[config.mk]
export PLATFORM = sky130hd
export DESIGN_NAME = spi_helpers_minion_shift
export DESIGN_NICKNAME = d
export VERILOG_FILES = /design/src/rtl/spi_helpers_minion_shift.sv
export SDC_FILE = /design/constraint.sdc
export NUM_CORES = 1
export LEC_CHECK = 0
export ABC_AREA = 1
export BUFFER_PORTS_ARGS = -buffer_cell sky130_fd_sc_hd__buf_4
export CAP_MARGIN = 15
export CORE_MARGIN = 2
export CORE_UTILIZATION = 30
export DETAILED_ROUTE_END_ITERATION = 16
export PLACE_DENSITY_LB_ADDON = 0.05
export SLEW_MARGIN = 20
export SYNTH_ARGS = -nofsm -noshare
export SYNTH_HDL_FRONTEND = slang
export SYNTH_SLANG_ARGS = --single-unit
export TNS_END_PERCENT = 30
[constraint.sdc]
create_clock -name clk -period 4.3 [get_ports clk]
set_clock_uncertainty 0.1 [all_clocks]
set_input_delay 0 -clock clk [delete_from_list [all_inputs] [get_ports clk]]
set_output_delay 0 -clock clk [all_outputs]
set_load 0.1 [all_outputs]
[src/rtl/spi_helpers_minion_shift.sv]
`default_nettype none
// ============================================================================
// Module      : spi_helpers_minion_shift
// Description : SPI mode-0 minion front end. Oversamples cs_n/sclk/mosi and
//               turns each chip-select frame into pull/push adapter strobes.
// Revision    : 1.0 - initial release
// ============================================================================
module spi_helpers_minion_shift #(
    parameter int NBITS = 8
) (
    input  logic             clk,
    input  logic             reset_n,
    input  logic             cs_n,
    input  logic             sclk,
    input  logic             mosi,
    output logic             miso,
    output logic             pull_en,
    input  logic             pull_msg_val,
    input  logic             pull_msg_spc,
    input  logic [NBITS-3:0] pull_msg_data,
    output logic             push_en,
    output logic             push_msg_val_wrt,
    output logic             push_msg_val_rd,
    output logic [NBITS-3:0] push_msg_data,
    output logic             frame_err
);

    localparam int                 c_CNT_W    = $clog2(NBITS + 2);
    localparam logic [c_CNT_W-1:0] c_CNT_FULL = c_CNT_W'(NBITS);
    localparam logic [c_CNT_W-1:0] c_CNT_SAT  = c_CNT_W'(NBITS + 1);

    typedef enum logic [0:0] {
        ST_IDLE   = 1'b0,
        ST_ACTIVE = 1'b1
    } state_t;

    state_t             r_state;
    logic [NBITS-1:0]   r_shift;
    logic [c_CNT_W-1:0] r_bit_cnt;
    logic               r_pull_en;
    logic               r_push_en;
    logic               r_frame_err;

    logic r_cs_s1, r_cs_s2, r_cs_h;
    logic r_sclk_s1, r_sclk_s2, r_sclk_h;
    logic r_mosi_s1, r_mosi_s2;
    logic [1:0] r_warm;
    logic r_cs_armed;

    // A frame may only start after cs_n has genuinely been observed high,
    // so a chip select held low across reset release is not mistaken for a fall.
    always_ff @(posedge clk) begin
        if (!reset_n) begin
            r_cs_s1    <= 1'b1;
            r_cs_s2    <= 1'b1;
            r_cs_h     <= 1'b1;
            r_sclk_s1  <= 1'b0;
            r_sclk_s2  <= 1'b0;
            r_sclk_h   <= 1'b0;
            r_mosi_s1  <= 1'b0;
            r_mosi_s2  <= 1'b0;
            r_warm     <= 2'b00;
            r_cs_armed <= 1'b0;
        end else begin
            r_cs_s1    <= cs_n;
            r_cs_s2    <= r_cs_s1;
            r_cs_h     <= r_cs_s2;
            r_sclk_s1  <= sclk;
            r_sclk_s2  <= r_sclk_s1;
            r_sclk_h   <= r_sclk_s2;
            r_mosi_s1  <= mosi;
            r_mosi_s2  <= r_mosi_s1;
            r_warm     <= {r_warm[0], 1'b1};
            r_cs_armed <= r_cs_armed | (r_warm[1] & r_cs_s2);
        end
    end

    logic               w_cs_fall;
    logic               w_cs_rise;
    logic               w_sclk_rise;
    logic [c_CNT_W-1:0] w_cnt_inc;
    logic [c_CNT_W-1:0] w_cnt_final;

    assign w_cs_fall   = r_cs_armed & r_cs_h & ~r_cs_s2;
    assign w_cs_rise   = ~r_cs_h & r_cs_s2;
    assign w_sclk_rise = r_sclk_s2 & ~r_sclk_h;
    assign w_cnt_inc   = (r_bit_cnt == c_CNT_SAT) ? r_bit_cnt : r_bit_cnt + 1'b1;
    // Count as it will stand once a coincident sclk rise has been shifted in.
    assign w_cnt_final = r_pull_en   ? '0 :
                         w_sclk_rise ? w_cnt_inc : r_bit_cnt;

    always_ff @(posedge clk) begin
        if (!reset_n) begin
            r_state     <= ST_IDLE;
            r_shift     <= '0;
            r_bit_cnt   <= '0;
            r_pull_en   <= 1'b0;
            r_push_en   <= 1'b0;
            r_frame_err <= 1'b0;
        end else begin
            r_pull_en   <= 1'b0;
            r_push_en   <= 1'b0;
            r_frame_err <= 1'b0;

            if (r_pull_en) begin
                r_shift   <= {pull_msg_val, pull_msg_spc, pull_msg_data};
                r_bit_cnt <= '0;
            end else if (r_state == ST_ACTIVE && w_sclk_rise) begin
                r_shift   <= {r_shift[NBITS-2:0], r_mosi_s2};
                r_bit_cnt <= w_cnt_inc;
            end

            case (r_state)
                ST_IDLE: begin
                    if (w_cs_fall) begin
                        r_state   <= ST_ACTIVE;
                        r_pull_en <= 1'b1;
                    end
                end
                ST_ACTIVE: begin
                    if (w_cs_rise) begin
                        r_state <= ST_IDLE;
                        if (w_cnt_final == c_CNT_FULL) begin
                            r_push_en <= 1'b1;
                        end else begin
                            r_frame_err <= 1'b1;
                        end
                    end
                end
                default: r_state <= ST_IDLE;
            endcase
        end
    end

    assign miso             = r_shift[NBITS-1];
    assign pull_en          = r_pull_en;
    assign push_en          = r_push_en;
    assign frame_err        = r_frame_err;
    assign push_msg_val_wrt = r_shift[NBITS-1];
    assign push_msg_val_rd  = r_shift[NBITS-2];
    assign push_msg_data    = r_shift[NBITS-3:0];

endmodule
`default_nettype wire

==> reports/results.tsv, run 1 <==
metric	value	unit
run status	finished clean	
drt wl/cell	9.77	µm
clk root buf	clkbuf_8	
IO Pins	25	
Largest regs	r_shift (8), r_bit_cnt (4), r_warm (2)	
Slew @ Worst Pin	0.413	ns
WL final	2.21	mm
Overall Power	439	µW
Yosys Warn Count	0	
met3 Resource Use GR	2.91	%
final core utilization	41.5	%
max-slew violations	0	
RSZ-0062 raised after global routing	no	
via count	986	
final instance area	1510	µm²
cells after synthesis	142	
internal power	341	µW
Core ar.	3630	µm²
final setup fails	0	
Yosys cell types	25	
Site Rows	22	
Area Growth Syn to Fin	34.2	%
Reg power frac	58.9	%
Max-slew headroom	72.4	%
global-route wire length before repair	3.65	mm
Req. time, crit path	4.38	ns
synthesized area	1120	µm²
CTS Sinks	27	
CP Max Fanout	5	
global route overflow	0	
pwr dens	292	nW/µm²
simple-gate share of the synthesized area	27.2	%
worst setup margin	2.79	ns
commonest non-fill, non-tap cell in the layout	nand2_1	
mux contribution to synthesized area	0	%
hold path depth	5	
die area	4250	µm²
I/O Buffers	24	
Clock transition at path regs	0.09	ns
vias in the first global route	841	
Logic pwr share	8.8	%
MaxCap Viol Count	0	
peak supply drop	164	µV
NetSw	98.5	µW
number of H-tree levels	1	
# DRC	0	
initial antenna violation count	0	
Synth Area in XOR/XNOR	0	%
min Tclk post-route	1.51	ns
sequential-to-total area share from yosys stat	48.2	%
Biggest register	r_shift	
layout cells sized above 1	23.6	%
fmax	663	MHz
M1 GR Usage	14.6	%
routing usage on met2	17.2	%
DP Worst Slack	2.82	ns
max FFs per register	8	
GRT Max-Usage Layer	met2	
drt initial violations	61	
drt via density	4.36	
gr usage total	11.1	%
chip height	65.2	µm
largest net degree at the start of global routing	17	
arrival time at the worst endpoint	1.58	ns
adder-cell share of the synthesized area	2.23	%
Starting Density	30.9	%
setup tns final	0	ns
final hold vios	0	
Tightest Hold Check Type	input port to flip-flop	
Compound-Gate Fraction of Synth Area	10.5	%
most frequent cells in the layout	34 x nand2_1, 27 x dfxtp_1, 24 x buf_4, 20 x inv_1	
Leakage Power	0.691	nW
DP Wirelength	1.62	mm
Net Sw Frac	22.4	%
GPL Wtd Cong	0.843	
antenna cells	0	
Layout Nets	194	
Final period util	35.1	%
clock insertion delay at the later pin of the skew report	0.27	ns
largest family of logic cells by synthesized area	simple AND/OR/NAND/NOR gates	
Yosys reg bits	27	
CTS tree	built	
clock share of power	32.4	%
Longest Clk Path Bufs	2	
Num CTS Buffers	3	
syn nets	157	
CP startpoint kind	flip-flop	
Die Span X	65.2	µm
R2R depth	10	
Setup crit end kind	flip-flop	
Setup Crit Path Kind	flip-flop to flip-flop	
synthesized area per cell	7.90	µm²
antenna-violating nets left	0	
TritonRoute pass-1 iters	4	
Post-DP Area	1340	µm²
==> power by group through the flow <==
stage | sequential, mW | clock (mW) | combinational [mW]
3_5_place_dp | 0.265 | 0 | 0.0304
2_1_floorplan | 0.270 | 0 | 0.0127
3_3_place_gp | 0.265 | 0 | 0.0303
4_1_cts | 0.259 | 0.151 | 0.0389
6_report | 0.259 | 0.142 | 0.0385
5_1_grt | 0.260 | 0.161 | 0.0424
==> critical path: stages (launching register included) <==
cell     delay, ns
dfxtp_1       0.42
inv_1         0.10
ha_1          0.23
nand3_2       0.10
nand2_1       0.05
nand2_1       0.09
nand3_1       0.08
nand2_1       0.08
nand3_2       0.07
nand2_1       0.06
inv_1         0.03
==> metrics by stage <==
step | instances | hold WS (ns)
detailed placement | 210 | 0.0865
global placement | 210 | 0.0827
global route | 226 | 0.0273
CTS | 226 | 0.0234
floorplan | 142 | -0.0723
finish | 226 | 0.0241
==> cells by family after synthesis <==
family / Yosys count
buffers and inverters: 29
adder cells (fa/ha/maj): 2
AO/OA/AOI/OAI: 19
AND/OR/NAND/NOR: 65
flip-flops: 27
==> synthesized netlist by cell type <==
| cell | count | share of area (%) |
|---|---|---|
| a211oi_1 | 2 | 1.3 |
| a21oi_1 | 5 | 2.2 |
| a311oi_1 | 2 | 1.6 |
| a31oi_1 | 4 | 2.2 |
| buf_2 | 2 | 0.89 |
| buf_4 | 2 | 1.3 |
| bufinv_8 | 1 | 1.6 |
| clkinv_2 | 1 | 0.45 |
| dfxtp_1 | 27 | 48 |
| ha_1 | 2 | 2.2 |
| inv_1 | 20 | 6.7 |
| inv_2 | 3 | 1.0 |
| nand2_1 | 34 | 11 |
| nand2_2 | 1 | 0.56 |
| nand2_4 | 1 | 1.0 |
| nand3_1 | 12 | 5.4 |
| nand3_2 | 2 | 1.8 |
| nand4_1 | 2 | 1.1 |
| nor2_1 | 7 | 2.3 |
| nor2_2 | 2 | 1.1 |
| nor2_4 | 1 | 1.0 |
| nor3_1 | 1 | 0.45 |
| o211ai_1 | 2 | 1.3 |
| o21ai_0 | 4 | 1.8 |
| or2_2 | 2 | 1.1 |
==> routing by layer <==
metal	vias up	wire length (µm)
met5	-	0
met4	0	27
met3	4	80
met2	13	1000
met1	447	1100
li1	522	-
==> final timing paths <==
path | from | end | slack [ns]
max | r_bit_cnt[1]$_SDFFE_PP0P_ | frame_err$_SDFF_PN0_ | 2.79
min | pull_msg_data[3] | r_shift[3]$_SDFFE_PN0P_ | 0.02
max reg2reg | r_bit_cnt[1]$_SDFFE_PP0P_ | frame_err$_SDFF_PN0_ | 2.79
min reg2reg | r_warm[0]$_DFF_P_ | r_warm[1]$_SDFF_PN0_ | 0.32
==> cell type report <==
class | instances | area (µm²)
clock buffers | 3 | 41.3
clock inverters | 1 | 7.51
fillers | 388 | 2130
inverters | 25 | 109
multi-input cells | 86 | 448
flip-flops and latches | 27 | 541
well taps | 48 | 60.1
repair buffers | 36 | 300
==> timing repair <==
item                       in CTS  in global routing
buffers inserted                0                  0
hold endpoints to repair       16                  0
setup endpoints to repair       0                  0
hold buffers                   12                  0
resized for setup               0                  0
Power figures use the tool's default switching activity.
==> inputs of run 2 (changes only) <==
Clock period 4.3 ns to 1.5 ns, I/O delays scaled along.
==> run 2 against run 1 <==
Compared with the run above:
- final area increased by 1.9%
- sequential power increased to 2.9 times the previous value
- wire length increased by 5.0%
- count of clock-buffer cells in the layout unchanged
- maximum frequency increased by 9.2%
- first-iteration DRC count unchanged
- critical path type unchanged
==> reports/results.tsv, run 2 (synthesis gave the netlist of run 1 again) <==
metric	value	unit	change
Req. time, crit path	1.59	ns	was 4.38 ns
Clock transition at path regs	0.10	ns	was 0.09 ns
Core ar.	3630	µm²	unchanged
critical path cell sequence	inv_1, ha_2, nand2_1, nand2_1, nand3_1, nand2_1, nand3_2, nand2_1, inv_1		was inv_1, ha_1, nand3_2, nand2_1, nand2_1, nand3_1, nand2_1, nand3_2, nand2_1, inv_1
post-route insts no fill	228		was 226
RSZ-0062 raised after global routing	no		unchanged
dpl cells	211		was 210
Setup Crit Path Kind	flip-flop to flip-flop		unchanged
max-slew violations	0		unchanged
Layout Nets	196		was 194
Biggest register	r_shift		unchanged
CP peak stage delay	0.37	ns	was 0.42 ns
Site Rows	22		unchanged
I/O Buffers	24		unchanged
layout cells sized above 1	27.2	%	was 23.6%
final instance area	1540	µm²	was 1510 µm²
met3 WL	117	µm	was 80 µm
hold_sp	pull_msg_data[3]		unchanged
Longest Clk Path Bufs	2		unchanged
TritonRoute pass-1 iters	4		unchanged
r2r endpoint	frame_err$_SDFF_PN0_		unchanged
CP startpoint kind	flip-flop		unchanged
arrival time at the worst endpoint	1.47	ns	was 1.58 ns
Starting Density	30.9	%	unchanged
Post-DP Area	1350	µm²	was 1340 µm²
clock insertion delay at the later pin of the skew report	0.28	ns	was 0.27 ns
die area	4250	µm²	unchanged
largest net degree at the start of global routing	18		was 17
DP Wirelength	1.66	mm	was 1.62 mm
number of H-tree levels	1		unchanged
Num CTS Buffers	3		unchanged
vias in the first global route	909		was 841
drt wl/cell	10.2	µm	was 9.77 µm
Slew @ Worst Pin	0.440	ns	was 0.413 ns
GPL Wtd Cong	0.914		was 0.843
r2r setup slk	0.12	ns	was 2.79 ns
IO Pins	25		unchanged
global-route wire length before repair	4.08	mm	was 3.65 mm
commonest non-fill, non-tap cell in the layout	nand2_1		unchanged
gr usage total	12.6	%	was 11.1%
final setup fails	0		unchanged
Area Growth Syn to Fin	36.8	%	was 34.2%
fmax	724	MHz	was 663 MHz
via count	1001		was 986
Worst path most repeated cell	nand2_1		unchanged
Max-slew headroom	70.6	%	was 72.4%
WL final	2.32	mm	was 2.21 mm
chip height	65.2	µm	unchanged
antenna-violating nets left	0		unchanged
initial antenna violation count	0		unchanged
setup tns final	0	ns	unchanged
drt initial violations	61		unchanged
max FFs per register	8		unchanged
run status	finished clean		unchanged
# DRC	0		unchanged
CTS Sinks	27		unchanged
Leakage Power	0.706	nW	was 0.691 nW
Final period util	92.1	%	was 35.1%
global route overflow	0		unchanged
Hold Crit Endpoint	r_shift[3]$_SDFFE_PN0P_		unchanged
CP delay by family, top	simple AND/OR/NAND/NOR gates		unchanged
Slowest-stage cell, CP	dfxtp_2		was dfxtp_1
Worst R2R Start	r_bit_cnt[1]$_SDFFE_PP0P_		unchanged
min Tclk post-route	1.38	ns	was 1.51 ns
R2R depth	9		was 10
clk root buf	clkbuf_8		unchanged
filler cell count	391		was 388
CP Max Fanout	5		unchanged
MaxCap Viol Count	0		unchanged
final hold vios	0		unchanged
most frequent cells in the layout	34 x nand2_1, 25 x buf_4, 23 x dfxtp_1, 20 x inv_1, 13 x dlygate4sd3_1		was 34 x nand2_1, 27 x dfxtp_1, 24 x buf_4, 20 x inv_1
Die Span X	65.2	µm	unchanged
M1 WL	1.02	mm	was 1.10 mm
top layer in use	met4		unchanged
met2 WL	1.15	mm	was 1.00 mm
CTS tree	built		unchanged
Setup crit end kind	flip-flop		unchanged
drt via density	4.39		was 4.36
pwr dens	844	nW/µm²	was 292 nW/µm²
antenna cells	0		unchanged
peak supply drop	613	µV	was 164 µV
Tightest Hold Check Type	input port to flip-flop		unchanged
CP Buf/Inv Count	2		unchanged
hold path depth	5		unchanged
Largest regs	r_shift (8), r_bit_cnt (4), r_warm (2)		unchanged
run 2: how the worst max path moves through the flow:
stage	start	endpoint	cells past startpoint
after CTS	r_bit_cnt[1]$_SDFFE_PP0P_	frame_err$_SDFF_PN0_	10
after global placement	r_bit_cnt[1]$_SDFFE_PP0P_	frame_err$_SDFF_PN0_	10
after global routing	r_bit_cnt[1]$_SDFFE_PP0P_	frame_err$_SDFF_PN0_	9
final	r_bit_cnt[1]$_SDFFE_PP0P_	frame_err$_SDFF_PN0_	9
after detailed placement	r_bit_cnt[1]$_SDFFE_PP0P_	frame_err$_SDFF_PN0_	10
after floorplan	r_shift[2]$_SDFFE_PN0P_	r_shift[3]$_SDFFE_PN0P_	4
run 2: what timing repair did:
| item | 4_1_cts | 5_1_grt |
|---|---|---|
| gates resized for setup | 0 | 4 |
| hold buffers | 13 | 0 |
| setup buffers | 0 | 0 |
| endpoints found under the setup margin | 0 | 3 |
| hold endpoints to repair | 17 | 0 |
run 2: where the power goes:
part | internal (mW) | total (mW) | switching (mW)
clock network | 0.195 | 0.440 | 0.245
logic | 0.0582 | 0.115 | 0.0567
registers | 0.734 | 0.741 | 0.00753
total | 0.987 | 1.30 | 0.309
run 2: stage by stage:
step | utilization (%) | setup slack, ns | total power, mW | hold WS [ns]
CTS | 42.0 | 0.0568 | 1.32 | 0.0105
detailed placement | 37.1 | 0.0696 | 0.847 | 0.0880
floorplan | - | -0.0166 | 0.811 | -0.0723
finish | 42.3 | 0.119 | 1.30 | 0.00580
global placement | 37.1 | 0.0973 | 0.846 | 0.0818
global route | 42.3 | 0.00335 | 1.36 | 0.0124
run 2: area by class of cell:
type / instances / area, µm² / area share (%)
clock buffer: 3 / 41.3 / 2.69
clock inverter: 1 / 8.76 / 0.570
tap: 48 / 60.1 / 3.91
inverter: 25 / 109 / 7.09
sequential: 27 / 546 / 35.5
timing repair buffer: 38 / 318 / 20.7
multi-input combinational: 86 / 453 / 29.5
run 2: tightest hold or removal path: stages:
cell     delay [ns]
buf_4          0.08
nand2_1        0.04
o21ai_0        0.05
o21ai_0        0.08
a21oi_1        0.11
run 2: layer usage:
layer / up-vias / global-route usage [%]
met5: - / 0
met3: 4 / 4.28
met1: 447 / 16.0
met2: 21 / 19.8
li1: 529 / -
met4: 0 / 4.95
==> inputs of run 3 (changes only) <==
Settings changed: ABC_AREA 1 to unset.
==> run 3 against run 2 <==
Compared with the run above:
- register-to-register slack got worse by 0.03 ns
- wire length fell by 13%
- combinational power shrank 14%
- count of clock-buffer cells in the layout stayed put
- core utilization grew 1.7 points
- largest cell class unchanged
- clock power down 6.8%
- sequential power down 0.5%
==> reports/results.tsv, run 3 <==
metric	value	unit	change
run status	finished clean		unchanged
Yosys reg bits	27		unchanged
layout cells sized above 1	29.2	%	was 27.2%
setup tns final	0	ns	unchanged
Leakage Power	0.710	nW	was 0.706 nW
Post-synth EDFFs	0		unchanged
Yosys Warn Count	0		unchanged
Slew @ Worst Pin	0.271	ns	was 0.440 ns
routing usage on met2	18.7	%	was 19.8%
filler cell count	372		was 391
Main synth FF type	dfxtp_1		unchanged
IO Pins	25		unchanged
number of H-tree levels	1		unchanged
clock insertion delay at the later pin of the skew report	0.27	ns	was 0.28 ns
synthesized area	1120	µm²	about the same
arrival time at the worst endpoint	1.53	ns	was 1.47 ns
fmax	707	MHz	was 724 MHz
DP Worst Slack	0.0185	ns	was 0.0696 ns
Longest Clk Path Bufs	2		unchanged
Tightest Hold Check Type	flip-flop to flip-flop		was input port to flip-flop
Overall Power	1.25	mW	was 1.30 mW
Max-slew headroom	81.9	%	was 70.6%
CTS Sinks	27		unchanged
peak supply drop	374	µV	was 613 µV
antenna-violating nets left	0		unchanged
met3 Resource Use GR	2.08	%	was 4.28%
Core ar.	3630	µm²	unchanged
pwr dens	780	nW/µm²	was 844 nW/µm²
chip height	65.1	µm	was 65.2 µm
Die Span X	65.1	µm	was 65.2 µm
Setup Crit Path Kind	flip-flop to flip-flop		unchanged
syn nets	134		was 157
clk root buf	clkbuf_8		unchanged
CP startpoint kind	flip-flop		unchanged
GPL Wtd Cong	0.761		was 0.914
max-slew violations	0		unchanged
drt initial violations	23		was 61
Reg power frac	59.1	%	was 57.2%
max FFs per register	8		unchanged
synthesized area per cell	9.40	µm²	was 7.90 µm²
CP Max Fanout	5		unchanged
final hold vios	0		unchanged
global-route wire length before repair	3.59	mm	was 4.08 mm
cells after synthesis	119		was 142
NetSw	269	µW	was 309 µW
vias in the first global route	846		was 909
Clock transition at path regs	0.09	ns	was 0.10 ns
Biggest register	r_shift		unchanged
DP Wirelength	1.38	mm	was 1.66 mm
Req. time, crit path	1.62	ns	was 1.59 ns
final core utilization	44.0	%	was 42.3%
Logic pwr share	8.0	%	was 8.9%
die area	4230	µm²	was 4250 µm²
M1 GR Usage	13.1	%	was 16.0%
antenna cells	0		unchanged
Final period util	94.2	%	was 92.1%
WL final	2.01	mm	was 2.32 mm
CTS tree	built		unchanged
commonest non-fill, non-tap cell in the layout	buf_4		was nand2_1
top cells by area in the synthesized netlist	dfxtp_1 48%, and2_1 8.4%, mux2i_1 8.1%		was dfxtp_1 48%, nand2_1 11%, inv_1 6.7%
Starting Density	30.8	%	was 30.9%
via count	891		was 1001
initial antenna violation count	0		unchanged
fraction of registers with async set/reset	0	%	unchanged
Site Rows	22		unchanged
RSZ-0062 raised after global routing	no		unchanged
drt via density	4.26		was 4.39
clock share of power	32.9	%	was 34.0%
TritonRoute pass-1 iters	4		unchanged
global route overflow	0		unchanged
I/O Buffers	24		unchanged
final setup fails	0		unchanged
largest net degree at the start of global routing	23		was 18
Net Sw Frac	21.6	%	was 23.9%
Largest regs	r_shift (8), r_bit_cnt (4), r_warm (2)		unchanged
Layout Nets	177		was 196
drt wl/cell	9.61	µm	was 10.2 µm
Setup crit end kind	flip-flop		unchanged
Post-synth top cells	27 x dfxtp_1, 15 x and2_1, 12 x nand2_1, 12 x o21ai_0, 9 x mux2i_1		was 34 x nand2_1, 27 x dfxtp_1, 20 x inv_1, 12 x nand3_1, 7 x nor2_1
most frequent cells in the layout	28 x buf_4, 19 x dfxtp_1, 15 x and2_1, 15 x dlygate4sd3_1, 12 x nand2_1		was 34 x nand2_1, 25 x buf_4, 23 x dfxtp_1, 20 x inv_1, 13 x dlygate4sd3_1
gr usage total	10.8	%	was 12.6%
MaxCap Viol Count	0		unchanged
most numerous cell in the Yosys netlist	dfxtp_1		was nand2_1
top cell type's share of synthesized area	48.3	%	was 48.2%
Area Growth Syn to Fin	42.8	%	was 36.8%
worst setup margin	0.0863	ns	was 0.119 ns
Num CTS Buffers	3		unchanged
cell accounting for the most synthesized area	dfxtp_1		unchanged
internal power	977	µW	was 987 µW
# DRC	0		unchanged
min Tclk post-route	1.41	ns	was 1.38 ns
GRT Max-Usage Layer	met2		unchanged
sequential-to-total area share from yosys stat	48.3	%	was 48.2%
Yosys cell types	31		was 25
## run 3: changes by cell type in the layout (fill, tap and decap cells not counted), moves of 4 or more
cell     change
a31oi_1      -4
and2_1      +15
dfxtp_1      -4
inv_1       -17
mux2i_1      +9
nand2_1     -22
nand3_1     -10
o21ai_0      +7
## run 3: area by class of cell
class	instances	area, µm²	share of cell area (%)
Tap cell	48	60.1	3.76
Clock inverter	1	7.51	0.470
Timing Repair Buffer	44	380	23.8
Inverter	3	11.3	0.705
Clock buffer	3	41.3	2.58
Sequential cell	27	556	34.8
Multi-Input combinational cell	83	542	33.9
## run 3: worst paths after layout
kind | slack [ns] | endpoint | start | cells past startpoint
max reg2reg | 0.09 | push_en$_SDFF_PN0_ | r_bit_cnt[0]$_SDFFE_PP0P_ | 5
min | 0.32 | r_cs_s2$_SDFF_PN1_ | r_cs_s1$_SDFF_PN1_ | 1
min reg2reg | 0.32 | r_cs_s2$_SDFF_PN1_ | r_cs_s1$_SDFF_PN1_ | 1
max | 0.09 | push_en$_SDFF_PN0_ | r_bit_cnt[0]$_SDFFE_PP0P_ | 5
## run 3: worst max-delay path, cell delays in order (launching register included)
cell and delay [ns]:
dfxtp_4 0.37, ha_2 0.19, nor2b_1 0.12, a211o_1 0.30
a21oi_2 0.13, and3b_1 0.16
## run 3: logic make-up after synthesis
group	after synthesis	share of synthesized area, %
adder cells (fa/ha/maj)	2	2.24
AND/OR/NAND/NOR	48	23.7
buffers and inverters	9	4.14
AO/OA/AOI/OAI	22	12.0
XOR/XNOR	2	1.57
multiplexers	9	8.05
flip-flops	27	48.3
## run 3: timing repair
item / 4_1_cts / 5_1_grt
hold buffers: 15 / 0
setup buffers: 0 / 0
hold endpoints to repair: 21 / 0
resized for setup: 0 / 7
setup endpoints to repair: 0 / 3
## run 3: metal layers
layer  wire, µm  share of wire [%]
met4         20                1.0
met2        986                 49
met1        942                 47
met5          0                  0
met3         58                2.9
## run 3: metrics by stage
stage          area [µm²]  instances  hold slack (ns)
2_1_floorplan        1130        119          -0.0723
3_3_place_gp         1380        190           0.0819
3_5_place_dp         1380        190           0.0870
4_1_cts              1580        209            0.331
5_1_grt              1600        209            0.357
6_report             1600        209            0.322
## run 3: power by group through the flow
stage	logic, mW	registers [mW]	clock network, mW
3_3_place_gp	0.0692	0.755	0
4_1_cts	0.101	0.739	0.435
5_1_grt	0.110	0.739	0.475
3_5_place_dp	0.0704	0.755	0
6_report	0.0994	0.737	0.410
2_1_floorplan	0.0278	0.764	0
